**src/rtl/harness_sequencer.sv**
```systemverilog
// harness_sequencer
//   Command sequencer for the delay-line test harness. Decodes opcode bytes
//   from the UART receiver, programs the delay-line length, opens a counted
//   run window (run / out_en) and returns one ACK/NAK/status byte per command.
//
//   Opcodes: 'D' 0x44 + 2 bytes (delay, MSB first) -> ACK
//            'R' 0x52 + 3 bytes (run length N, MSB first) -> ACK at end of run,
//                N=0 -> NAK; 'A' 0x41 during a run aborts it -> NAK
//            'S' 0x53 -> {6'b0, delay_loaded, last_nak}
//            anything else in IDLE (including 'A') -> NAK
//
//   Ports:
//     clk, n_reset           clock, asynchronous active-low reset
//     rx_data, rx_valid      received byte + one-cycle strobe
//     tx_data, tx_valid      response byte, held until tx_ready
//     tx_ready               transmitter accept
//     delay_len, delay_load  programmed delay length + one-cycle update pulse
//     run, out_en            run window / tristate drive enable (identical)
//
//   Optional: define HARNESS_SEQ_TIMEOUT_EN to discard a partial command (NAK)
//   after TIMEOUT cycles without an argument byte.

module harness_sequencer #(
  parameter int unsigned DELAY_W = 16,
  parameter int unsigned RUN_W   = 24,
  parameter int unsigned TIMEOUT = 1_000_000
) (
  input  logic               clk,
  input  logic               n_reset,
  input  logic [7:0]         rx_data,
  input  logic               rx_valid,
  output logic [7:0]         tx_data,
  output logic               tx_valid,
  input  logic               tx_ready,
  output logic [DELAY_W-1:0] delay_len,
  output logic               delay_load,
  output logic               run,
  output logic               out_en
);

  localparam logic [7:0] OP_D = 8'h44;
  localparam logic [7:0] OP_R = 8'h52;
  localparam logic [7:0] OP_S = 8'h53;
  localparam logic [7:0] OP_A = 8'h41;
  localparam logic [7:0] ACK  = 8'h06;
  localparam logic [7:0] NAK  = 8'h15;

  typedef enum logic [1:0] {IDLE, ARG, RUN, RESP} state_t;

  if (TIMEOUT == 0) begin : g_timeout_chk
    $error("harness_sequencer: TIMEOUT must be nonzero");
  end

  state_t           state;
  logic [15:0]      arg_sr;       // previously received argument bytes
  logic [1:0]       arg_left;     // argument bytes still expected
  logic             arg_is_d;
  logic [RUN_W-1:0] run_cnt;
  logic             delay_loaded;
  logic             last_nak;
  logic [23:0]      arg_full;
  logic [RUN_W-1:0] run_n;

`ifdef HARNESS_SEQ_TIMEOUT_EN
  logic [31:0]      idle_cnt;
`endif

  // Full argument as it stands once the current byte is appended.
  always_comb begin
    arg_full = {arg_sr, rx_data};
    run_n    = RUN_W'(arg_full);
  end

  always_ff @(posedge clk or negedge n_reset) begin
    if (!n_reset) begin
      state        <= IDLE;
      arg_sr       <= '0;
      arg_left     <= '0;
      arg_is_d     <= 1'b0;
      run_cnt      <= '0;
      delay_loaded <= 1'b0;
      last_nak     <= 1'b0;
      tx_data      <= '0;
      tx_valid     <= 1'b0;
      delay_len    <= '0;
      delay_load   <= 1'b0;
      run          <= 1'b0;
      out_en       <= 1'b0;
`ifdef HARNESS_SEQ_TIMEOUT_EN
      idle_cnt     <= '0;
`endif
    end else begin
      delay_load <= 1'b0;
      unique case (state)
        IDLE: begin
          if (rx_valid) begin
`ifdef HARNESS_SEQ_TIMEOUT_EN
            idle_cnt <= '0;
`endif
            case (rx_data)
              OP_D: begin
                state    <= ARG;
                arg_left <= 2'd2;
                arg_is_d <= 1'b1;
              end
              OP_R: begin
                state    <= ARG;
                arg_left <= 2'd3;
                arg_is_d <= 1'b0;
              end
              OP_S: begin
                tx_data  <= {6'b0, delay_loaded, last_nak};
                tx_valid <= 1'b1;
                state    <= RESP;
              end
              default: begin
                tx_data  <= NAK;
                tx_valid <= 1'b1;
                last_nak <= 1'b1;
                state    <= RESP;
              end
            endcase
          end
        end

        ARG: begin
          if (rx_valid) begin
            arg_sr   <= {arg_sr[7:0], rx_data};
            arg_left <= arg_left - 2'd1;
`ifdef HARNESS_SEQ_TIMEOUT_EN
            idle_cnt <= '0;
`endif
            if (arg_left == 2'd1) begin
              if (arg_is_d) begin
                delay_len    <= DELAY_W'(arg_full[15:0]);
                delay_load   <= 1'b1;
                delay_loaded <= 1'b1;
                tx_data      <= ACK;
                tx_valid     <= 1'b1;
                last_nak     <= 1'b0;
                state        <= RESP;
              end else if (run_n == '0) begin
                tx_data  <= NAK;
                tx_valid <= 1'b1;
                last_nak <= 1'b1;
                state    <= RESP;
              end else begin
                run_cnt <= run_n;
                run     <= 1'b1;
                out_en  <= 1'b1;
                state   <= RUN;
              end
            end
          end
`ifdef HARNESS_SEQ_TIMEOUT_EN
          else if (idle_cnt == 32'(TIMEOUT - 1)) begin
            tx_data  <= NAK;
            tx_valid <= 1'b1;
            last_nak <= 1'b1;
            state    <= RESP;
          end else begin
            idle_cnt <= idle_cnt + 32'd1;
          end
`endif
        end

        // Completion is tested first so an abort on the final edge is dropped.
        RUN: begin
          if (run_cnt == RUN_W'(1)) begin
            run      <= 1'b0;
            out_en   <= 1'b0;
            tx_data  <= ACK;
            tx_valid <= 1'b1;
            last_nak <= 1'b0;
            state    <= RESP;
          end else if (rx_valid && rx_data == OP_A) begin
            run      <= 1'b0;
            out_en   <= 1'b0;
            tx_data  <= NAK;
            tx_valid <= 1'b1;
            last_nak <= 1'b1;
            state    <= RESP;
          end else begin
            run_cnt <= run_cnt - RUN_W'(1);
          end
        end

        RESP: begin
          if (tx_ready) begin
            tx_valid <= 1'b0;
            state    <= IDLE;
          end
        end

        default: state <= IDLE;
      endcase
    end
  end

endmodule
```
**config.mk**
```make
export PLATFORM = sky130hd
export DESIGN_NAME = harness_sequencer
export DESIGN_NICKNAME = d
export VERILOG_FILES = /design/src/rtl/harness_sequencer.sv
export SDC_FILE = /design/constraint.sdc
export NUM_CORES = 1
export LEC_CHECK = 0
export CORE_MARGIN = 4
export CORE_UTILIZATION = 50
export DETAILED_ROUTE_END_ITERATION = 6
export PLACE_DENSITY = 0.73
export SYNTH_ARGS = -nofsm -noshare
export SYNTH_HDL_FRONTEND = slang
export SYNTH_SLANG_ARGS = --single-unit
```
**constraint.sdc**
```tcl
create_clock -name clk -period 2 [get_ports clk]
set_clock_uncertainty 0.2 [all_clocks]
set_input_delay 0.5 -clock clk [delete_from_list [all_inputs] [get_ports clk]]
set_output_delay 0.5 -clock clk [all_outputs]
set_load 0.03 [all_outputs]
```
## After elaboration in Yosys (flattened, before gate mapping)

Index checks and enable logic that the tools add are counted.

| operators by class | value |
|---|---|
| $add $sub $neg | 2 |
| muxes and demuxes | 59 |
| eq/ne operators | 22 |
| reductions and logical operators | 19 |

Operator list:

| operator | count |
|---|---|
| $mux 24 | 6 |
| $mux 8 | 7 |
| $pmux 24 s2 | 1 |
| $eq 8x7->1 const B | 4 |
| $reduce_and 7->1 | 4 |
| $mux 1 | 27 |
| $eq 24x1->1 const B | 1 |
| $logic_not 24->1 | 1 |
| $pmux 8 s3 | 1 |
| $sub 24x1->24 const B | 1 |
| $ne 2x2->1 const B | 10 |
| $mux 2 | 9 |
| $pmux 8 s2 | 1 |
| $pmux 2 s2 | 2 |
| $pmux 2 s4 | 1 |
| $reduce_and 4->1 | 2 |
| $ne 3x3->1 const B | 2 |
| $reduce_and 6->1 | 1 |
| $reduce_bool 2->1 | 3 |
| $reduce_and 5->1 | 1 |
| $eq 2x1->1 const B | 2 |
| $eq 2x2->1 const B | 2 |
| $pmux 1 s2 | 2 |
| $pmux 1 s4 | 1 |
| other kinds (10) | 10 |

| storage, ports and cells | value |
|---|---|
| output and inout bits | 28 |
| input bits | 12 |
| word-level logic and storage cells | 114 |
| register bits | 74 |

## Logic depth before layout (Yosys ltp)

Gate-level depths: netlist of run 1.

| logic depth | value |
|---|---|
| word-level depth | 6 |
| gate-level depth with buffers | 10 |
| gate-level depth less buffers | 8 |

## Worst setup path after synthesis of run 1

Ideal clock, no wire load.

| path | value |
|---|---|
| path type | input -> register |
| start point | in rx_data[3] |
| end point | reg run_cnt[15] |
| stages | 8 |
| arrival time | 1.954 ns |
| slack | -0.275 ns |
| buffers on the path | 2 |
| cell sequence | clkbuf_1 -> nor4_4 -> nand3_1 -> or3_1 -> nor3b_1 -> buf_2 -> a21boi_0 -> o22a_1 |

| on the way | value |
|---|---|
| cells in the longest elaborated chain, start to end | 4 |

Ends and longest elaborated chain:

| item | line | source |
|---|---|---|
| start, declared | 30 | `input logic [7:0] rx_data,` |
| $eq 8x7->1 | 176 | `end else if (rx_valid && rx_data == OP_A) begin` |
| $logic_and 1x1->1 | 176 |  |
| $ne 2x2->1 (no line) | - |  |
| $reduce_and 7->1 (no line) (*) | - |  |
| end signal, assigned | 148 | `run_cnt <= run_n;` |
| end signal, assigned | 184 | `run_cnt <= run_cnt - RUN_W'(1);` |
| end, declared | 58 | `logic [RUN_W-1:0] run_cnt;` |

Mark *: on every way between the ends. The rest lies on a longest branch, timed or not.
A chain may end at the register's enable or synchronous reset.

## Final worst setup path of run 1

| path | value |
|---|---|
| start point | reg run_cnt[10] |
| end point | reg tx_data[1] |

| on the way | value |
|---|---|
| cells in the longest elaborated chain, start to end | 3 |

Ends and longest elaborated chain:

| item | line | source |
|---|---|---|
| $eq 24x1->1 (*) | 169 | `if (run_cnt == RUN_W'(1)) begin` |
| $ne 3x3->1 (no line) / $mux 8 (equally long branches) | - |  |
| $reduce_and 7->1 (no line) / $pmux 8 s3 (equally long branches) | - |  |
| end signal, assigned | 112 | `tx_data <= {6'b0, delay_loaded, last_nak};` |
| end, declared | 32 | `output logic [7:0] tx_data,` |

Marked as above.

==> results.md, run 1 <==
Run status:
- The flow ran to the end, but the final reports show violations.
- The checks that failed: setup timing.

Routing:
- Before antenna repair, the detailed router went through 5 iterations.
- For this run, design rule violations remaining after detail routing come to 0.
- In the routed layout, each cell is associated on average with a via count of around 6.
- After detailed routing, the average wire length per cell comes to around 19 µm.
- The final wirelength is 13000 µm.
- The detailed router finished its first iteration with about 390 violations.
- The detail route stage leaves a number of antenna-violating nets equal to 0.
- The routed layout has 4065 vias.

Placed design:
- Detailed placement finished with a half-perimeter wire length of 8170 µm.
- The instance count after placement with tap cells included is roughly 640.
- Prior to clock tree synthesis, the placed netlist has a worst setup slack of -0.911 ns.
- In this run the tool buffered the top-level ports with 35 buffer cells.
- Routability-driven placement finished with a final weighted congestion of 0.927.

Synthesis:
- The number of flip-flops and latches in the synthesized netlist is 70.
- Counting every instance in the synthesized netlist gives about 420.
- The post-synthesis async set-or-reset flop share is 100%.
- Yosys mapped the design onto 58 distinct sky130hd cell types.
- The netlist area before placement is roughly 4000 µm².
- The per-instance average area after synthesis is approximately 9.2 µm².
- The main flop type after synthesis is dfrtp_1.
- The yosys synthesis warning count is 0.
- For this run, the register share of the synthesized area comes to 44.9%.
- The number of enable flip-flop cells after synthesis is 0.

Worst setup path:
- The element type at the critical path start is a register.
- Along the worst path, the maximum fanout reaches 4.
- The number of buffers and inverters on the critical path is 1.
- Among cell families on the critical path, the largest total delay comes from simple AND/OR/NAND/NOR gates.
- The slowest stage of the critical path belongs to the cell dfrtp_1.
- The depth of the most critical reg-to-reg path is 7.
- The signal on the critical path passes through nor4_4 -> buf_4 -> nand3_4 -> o211ai_1 -> o2111ai_2 -> nor2_4 -> mux2_4.
- The data arrival time of the critical path is 2.43 ns.
- STA puts the critical path data required time at 2.03 ns.
- The worst setup path is captured at a register.
- For this run, the slowest stage of the critical path takes 0.43 ns.
- The path length in cells of the critical path is 7.
- The category of the critical setup timing path is reg -> reg.

Power:
- In this run the power density over the cells is 1620 nW/µm².
- The largest voltage drop on the vdd net is 1.03 mV.
- The post-layout total power is 0.00962 W.
- The analysis attributes to cell leakage a power of 2.69 nW.

Global routing:
- The number of antenna violations at the first check in global routing was 0.
- The met3 demand-to-capacity share in global routing is under 10%.
- The via count of the first global-routing pass is 4041.
- The first global-routing pass estimated about 20000 µm of wire.
- The aggregate global routing overflow is 0.
- Across every metal layer, demand over resource in global routing totals 29.2%.
- For this run, global-route usage on met1 was measured as a little under two fifths.
- The most heavily used metal layer in global routing is met2.
- The pin count of the biggest net entering global routing is just over 70.
- In the global route stage, met2 resource usage came out at 47.7%.

Clocking:
- The number of buffers added by the clock tree synthesis step is 9.
- The clock tree from TritonCTS is yes.
- The tree is rooted in a clkbuf_8.
- After clock tree synthesis, the clock-pin slew on the worst setup and hold paths is 0.08 ns.
- The maximum count of clock buffers along a single path is 2.
- CTS built an H-tree with a depth of 3.
- Counting every sink on the clock net gives 70.
- The source-to-sink clock delay at the later pin of the worst-skew pair is 0.35 ns.

Floorplanning:
- The total number of placement rows is 31.
- The floorplan step defined a core boundary enclosing about 7400 µm².
- The area of the die is 9280 µm².
- The count of pins on the block boundary is 40.
- The x dimension of the die is 96.3 µm.
- From bottom edge to top edge, the die measures about 96 µm.
- For this configuration, the core starts out at a cell density of 52.7%.

STA:
- Setup repair after global routing could not meet its margin everywhere.
- The hold violation total from the final report came to 0.
- The number of slew-limit violations in the final report is 0.
- After layout, the minimum clock period comes to ~2.4 ns.
- The final setup slack of the worst path is -0.407 ns.
- Setup violations remaining at the end of the flow were counted as 35.
- The timing-limited maximum frequency is between 0.4 and 0.5 GHz.
- The ratio of final minimum period to clock period is 120%.

Finish:
- The share of cells above drive strength 1 is 44.0%.
- The area growth from synthesis to layout is 51.9%.
- After the last flow step, the layout net total stands at 597.
- The number of standard cells in the final layout excluding fillers is 678.
- The total inserted antenna cells is 0.

Hold path:
- The count of cells along the worst hold path is 3.
- The path category of the worst min-delay check is in -> reg.

Job:
- The max-cap check violation count is 0.
-- synth_stat cells, types with 2 or more instances --
cell type,count,area share [%]
a31oi_1,8,1.3
or2_1,2,0.32
o21a_1,4,0.77
mux2i_1,4,1.0
and3_1,2,0.32
nand3_1,12,1.5
buf_6,3,0.87
nand4_1,5,0.80
o22ai_1,13,2.1
a21oi_2,10,2.2
o32ai_1,4,0.90
nor2_1,19,1.8
o21ai_1,3,0.38
o22a_1,4,0.90
a21oi_1,25,3.2
clkbuf_1,12,1.2
ha_1,9,2.9
nor2b_1,2,0.32
o21ai_0,14,1.8
buf_4,5,0.96
o211ai_1,7,1.3
a21boi_0,2,0.38
nand2_1,89,8.6
buf_2,2,0.26
nand3b_1,2,0.38
nor3b_1,2,0.38
buf_1,3,0.29
nor4_4,4,2.2
dfrtp_1,70,45
nor3_1,6,0.77
or4_1,2,0.38
inv_1,19,1.8
or3_1,5,0.80
nor4_1,6,0.96
nand2b_1,3,0.48
mux2_2,16,4.6
mux2_1,3,0.87
-- per-layer routing --
layer	share of wire [%]	vias to the layer above
li1	-	1820
met2	48	213
met4	4.5	0
met1	40	1972
met3	7.4	60
met5	0	-
-- metrics by stage --
stage	cell area [µm²]	utilization, %	setup TNS [ns]	hold slack, ns
finish	5930	80.0	-9.86	0.159
floorplan	3980	-	-4.48	0.00441
global route	5930	80.0	-11.01	0.152
CTS	5730	77.4	-6.73	0.163
global placement	5160	69.7	-27.83	0.229
detailed placement	5160	69.7	-30.81	0.248
-- sequential cells by signal (all words and copies together) (netlist names), 2 cells and up --
| name | count |
|---|---|
| run_cnt | 24 |
| arg_sr | 16 |
| delay_len | 16 |
| tx_data | 4 |
| arg_left | 2 |
| state | 2 |
-- power breakdown --
group	switching, W	total (W)	leakage (nW)	internal, W
clock	0.000541	0.00110	0.0907	0.000556
sequential	0.000436	0.00239	0.852	0.00195
combinational	0.00318	0.00613	1.75	0.00295
-- cell type report --
type	count	area, µm²
Multi-Input combinational cell	311	2380
Sequential cell	70	1750
Fill cell	460	1480
Timing Repair Buffer	165	1430
Clock buffer	9	124
Tap cell	99	124
Inverter	19	71.3
Clock inverter	5	52.6
-- placed cells by master (no fill, tap or decap), drive strengths merged, types with 3 or more instances in the layout --
cell type and n:
dfrtp 70, a21oi 35, o21a 4, nor2 20, inv 19, nand3 12
o21ai 17, o22ai 13, nand2 89, a31oi 8, dlygate4sd2 25, conb 4
o211ai 7, clkinv 3, o22a 4, o32ai 4, mux2i 4, ha 9
or3 5, nor4 10, mux2 19, nor3 6, nand2b 3, nand4 6
clkbuf 9, buf 136
-- final timing paths --
path | from | to | slack (ns)
max | run_cnt[10] | tx_data[1] | -0.41
min | rx_data[5] | delay_len[5] | 0.16
max reg2reg | run_cnt[10] | tx_data[1] | -0.41
min reg2reg | delay_loaded | delay_loaded | 0.27
max in group asynchronous | n_reset | tx_data[4] | 0.77
min in group asynchronous | n_reset | run_cnt[7] | 0.48
-- timing repair --
item                                    4_1_cts  5_1_grt
pin swaps                                    25       26
gates cloned                                  3        0
hold buffers                                  1        0
setup buffers                                10        9
endpoints found under the hold margin        56        0
endpoints found under the setup margin       60       35
resized for setup                           124       35
-- kinds of logic after synthesis --
group,Yosys count,synth area share [%]
AND/OR/NAND/NOR,169,22.1
buffers and inverters,44,5.35
multiplexers,23,6.51
adder cells (fa/ha/maj),9,2.89
other,1,0.0961
flip-flops,70,44.9
AO/OA/AOI/OAI,106,18.2
-- tightest hold or removal path, stage by stage --
cell,delay (ns)
buf_8,0.08
nand2_1,0.04
nand2_1,0.05
Power figures use the tool's default switching activity.
==> inputs of run 2 (changes only) <==
--- a/config.mk
+++ b/config.mk
@@ -8,7 +8,7 @@
 export CORE_MARGIN = 4
 export CORE_UTILIZATION = 50
 export DETAILED_ROUTE_END_ITERATION = 6
-export PLACE_DENSITY = 0.73
+export PLACE_DENSITY = 0.85
 export SYNTH_ARGS = -nofsm -noshare
 export SYNTH_HDL_FRONTEND = slang
 export SYNTH_SLANG_ARGS = --single-unit
==> run 2 against run 1 <==
Effect of this change:
- the run still ends with setup timing left
- clock power grew 8%
- core utilization shrank 2.2 points
- clock-buffer cell count grew 1
- register-to-register slack lost 0.07 ns
- die area is the same
- critical path type unchanged
- maximum frequency shrank 3.0%
- final area shrank 2.7%
- setup slack lost 0.074 ns
==> results.md, run 2 (synthesis results as in run 1) <==
Worst setup path:
- The data arrival time of the critical path was 2.52 ns (was 2.43 ns).
- The destination of the worst register-to-register timing path is run_cnt[2] (was tx_data[1]).
- The element type at the critical path start is a register (unchanged).
- The number of buffers and inverters on the critical path is 2 (was 1).
- The family with the most delay on the worst path is simple AND/OR/NAND/NOR gates (unchanged).
- CP cell instances: nor4_4 -> buf_4 -> nand4_1 -> or2_4 -> and3_4 -> buf_6 -> o21a_1 -> a2bb2oi_2 (was nor4_4 -> buf_4 -> nand3_4 -> o211ai_1 -> o2111ai_2 -> nor2_4 -> mux2_4).
- The worst-path maximum fanout is 6 (was 4).
- The worst-case register-to-register setup slack is -0.48 ns (was -0.41 ns).
- The data required time at the worst endpoint is 2.04 ns (was 2.03 ns).
- The depth of the most critical reg-to-reg path is 8 (was 7).
- The element type at the critical path end is a register (unchanged).
- The biggest cell delay along the critical path came to 0.42 ns (was 0.43 ns).
- The category of the critical setup timing path is reg -> reg (unchanged).
- The cell at the slowest stage of the critical path is dfrtp_1 (unchanged).
- The reg-to-reg startpoint is run_cnt[9] (was run_cnt[10]).

Routing:
- The number of vias after detailed routing was 4413 (was 4065).
- The vias per cell was 6.53 (was 6.00).
- The final wirelength came to 15800 µm (was 13000 µm).
- The count of routing violations after the opening detailed-route iteration was 557 (was 394).
- The DRC violation count after routing is 0 (unchanged).
- The number of nets with antenna violations after detailed routing was 0 (unchanged).
- The detail-routed net length per standard cell is 23.3 µm (was 19.2 µm).
- The first-pass iteration count of the detailed router was 5 (unchanged).

Global routing:
- The global routing usage on met2 is 55.4% (was 47.7%).
- The met3 demand-to-capacity share in global routing is 7.11% (was 5.16%).
- The wire length of the first global-routing pass is 22400 µm (was 20300 µm).
- The routing usage on met1 is 37.0% (was 37.5%).
- The number of antenna violations at the first check in global routing is 0 (unchanged).
- The pin count of the biggest net entering global routing came to 71 (unchanged).
- The most heavily used metal layer in global routing is met2 (unchanged).
- The overall routing resource usage was 32.2% (was 29.2%).
- The via count of the first global-routing pass was 4285 (was 4041).
- The aggregate global routing overflow is 0 (unchanged).

Hold path:
- The path category of the worst min-delay check is in -> reg (unchanged).
- The worst hold endpoint is delay_len[5] (unchanged).
- The hold path startpoint is rx_data[5] (unchanged).
- The count of cells along the worst hold path came to 3 (unchanged).

STA:
- The worst hold slack across all endpoints was 0.223 ns (was 0.159 ns).
- The hold violation total from the final report is 0 (unchanged).
- The ratio of final minimum period to clock period was 124% (was 120%).
- The timing-limited maximum frequency is 0.403 GHz (was 0.416 GHz).
- The number of setup violations in the final report was 35 (unchanged).
- The final setup slack of the worst path is -0.481 ns (was -0.407 ns).
- RSZ-0062 raised after global routing: yes (unchanged).
- The clock period minus final worst setup slack came to 2.48 ns (was 2.41 ns).
- The sum of negative setup slack was -12.76 ns (was -9.86 ns).
- The number of slew-limit violations in the final report was 0 (unchanged).

Clocking:
- The clock input transition at the sequential cells of the worst setup and hold paths came to 0.08 ns (about the same).
- The number of buffers added by the clock tree synthesis step is 9 (unchanged).
- The clock sink count is 70 (unchanged).
- The source-to-sink clock delay at the later pin of the worst-skew pair was 0.35 ns (about the same).
- The total number of H-tree levels is 3 (unchanged).
- The maximum count of clock buffers along a single path is 2 (unchanged).
- The clock root buffer is clkbuf_8 (unchanged).
- The clock tree from TritonCTS was yes (unchanged).

Finish:
- Registers with the most flip-flops: run_cnt (24), arg_sr (16), delay_len (16) (unchanged).
- The layout overhead on the synthesized area is 47.8% (was 51.9%).
- The number of nets in the final layout came to 593 (was 597).
- The flip-flop count of the largest register after layout is 24 (unchanged).
- The share of cells above drive strength 1 is 41.4% (was 44.0%).
- The total inserted antenna cells is 0 (unchanged).
- The register name with the most flops is run_cnt (unchanged).
- The number of fill cells in the layout is 400 (was 460).
- Most frequent cells in the layout: 104 x buf_4, 86 x nand2_1, 70 x dfrtp_1 (was 109 x buf_4, 84 x nand2_1, 70 x dfrtp_1).
- The commonest non-fill, non-tap cell in the layout is buf_4 (unchanged).

Power:
- The largest voltage drop on the vdd net is 0.925 mV (was 1.03 mV).
- The power density over cell area is 1670 nW/µm² (was 1620 nW/µm²).
- The leakage component of the power came to 2.65 nW (was 2.69 nW).

Floorplanning:
- The total number of placement rows was 31 (unchanged).
- The die extent in y is 96.3 µm (unchanged).
- The x dimension of the die is 96.3 µm (unchanged).
- The count of pins on the block boundary is 40 (unchanged).
- The total core area was 7410 µm² (unchanged).
- The area of the die is 9280 µm² (unchanged).
- The effective utilization at floorplan was 52.7% (unchanged).

Run status:
- Violated checks: setup timing (unchanged).
- Result of the run: finished, violations left (unchanged).

Placed design:
- The last weighted congestion value of the routability-driven placer is 0.943 (was 0.927).
- The post-detailed-placement half-perimeter wirelength is 8180 µm (was 8170 µm).
- The number of port buffers is 35 (unchanged).
- The pre-CTS setup slack is -0.904 ns (was -0.911 ns).

Job:
- The max-cap check violation count is 0 (unchanged).
## run 2: changes by cell type in the layout (fill, tap and decap cells not counted), sizes merged
cell,delta
buf,-5
clkinv,-1
clkdlybuf4s15,-1
clkinvlp,+1
inv,+1
clkbuf,+3
## run 2: timing repair
item | in CTS | in global routing
endpoints found under the hold margin | 70 | 0
setup buffers | 11 | 9
hold buffers | 1 | 0
pin swaps | 22 | 19
gates cloned | 1 | 2
gates resized for setup | 95 | 43
setup endpoints to repair | 60 | 35
## run 2: report_power, final
part | internal [W] | switching [W] | total, W
clock network | 0.000585 | 0.000605 | 0.00119
logic | 0.00278 | 0.00325 | 0.00603
registers | 0.00195 | 0.000468 | 0.00242
total | 0.00531 | 0.00433 | 0.00964
## run 2: stage by stage
| step | cell area [µm²] | instances | util (%) | total power (W) |
|---|---|---|---|---|
| 3_5_place_dp | 5100 | 640 | 68.9 | 0.00698 |
| 4_1_cts | 5540 | 667 | 74.7 | 0.00858 |
| 3_3_place_gp | 5100 | 640 | 68.9 | 0.00673 |
| 6_report | 5770 | 676 | 77.8 | 0.00964 |
| 5_1_grt | 5770 | 676 | 77.8 | 0.0100 |
| 2_1_floorplan | 3980 | 425 | - | 0.00506 |
## run 2: how the worst max path moves through the flow
stage	endpoint	cells past startpoint	startpoint	slack, ns
2_1_floorplan	run_cnt[15]	8	rx_data[3]	-0.21
3_3_place_gp	arg_left[0]	7	rx_data[7]	-0.79
3_5_place_dp	tx_data[1]	7	rx_data[0]	-0.90
4_1_cts	run_cnt[7]	8	run_cnt[10]	-0.25
5_1_grt	run_cnt[2]	8	run_cnt[9]	-0.55
6_report	run_cnt[2]	8	run_cnt[9]	-0.48
## run 2: routing by layer
| layer | share of wire, % | up-vias |
|---|---|---|
| met5 | 0 | - |
| met4 | 7.2 | 0 |
| met3 | 9.9 | 130 |
| met2 | 49 | 369 |
| met1 | 34 | 2117 |
| li1 | - | 1797 |
## run 2: final cells by class
class                      count  area [µm²]  area share (%)
tap                           99         124            2.15
timing repair buffer         161        1370            23.8
clock buffer                  10         128            2.21
sequential                    70        1750            30.4
clock inverter                 6        71.3            1.24
multi-input combinational    311        2250            39.0
inverter                      19        71.3            1.24
## run 2: worst register-to-register path: cells and delay by family (launching register included)
family,cells,cell delay [ns]
buf+inv,2,0.34
flops,1,0.42
simple gates,4,1.12
compound gates,2,0.29
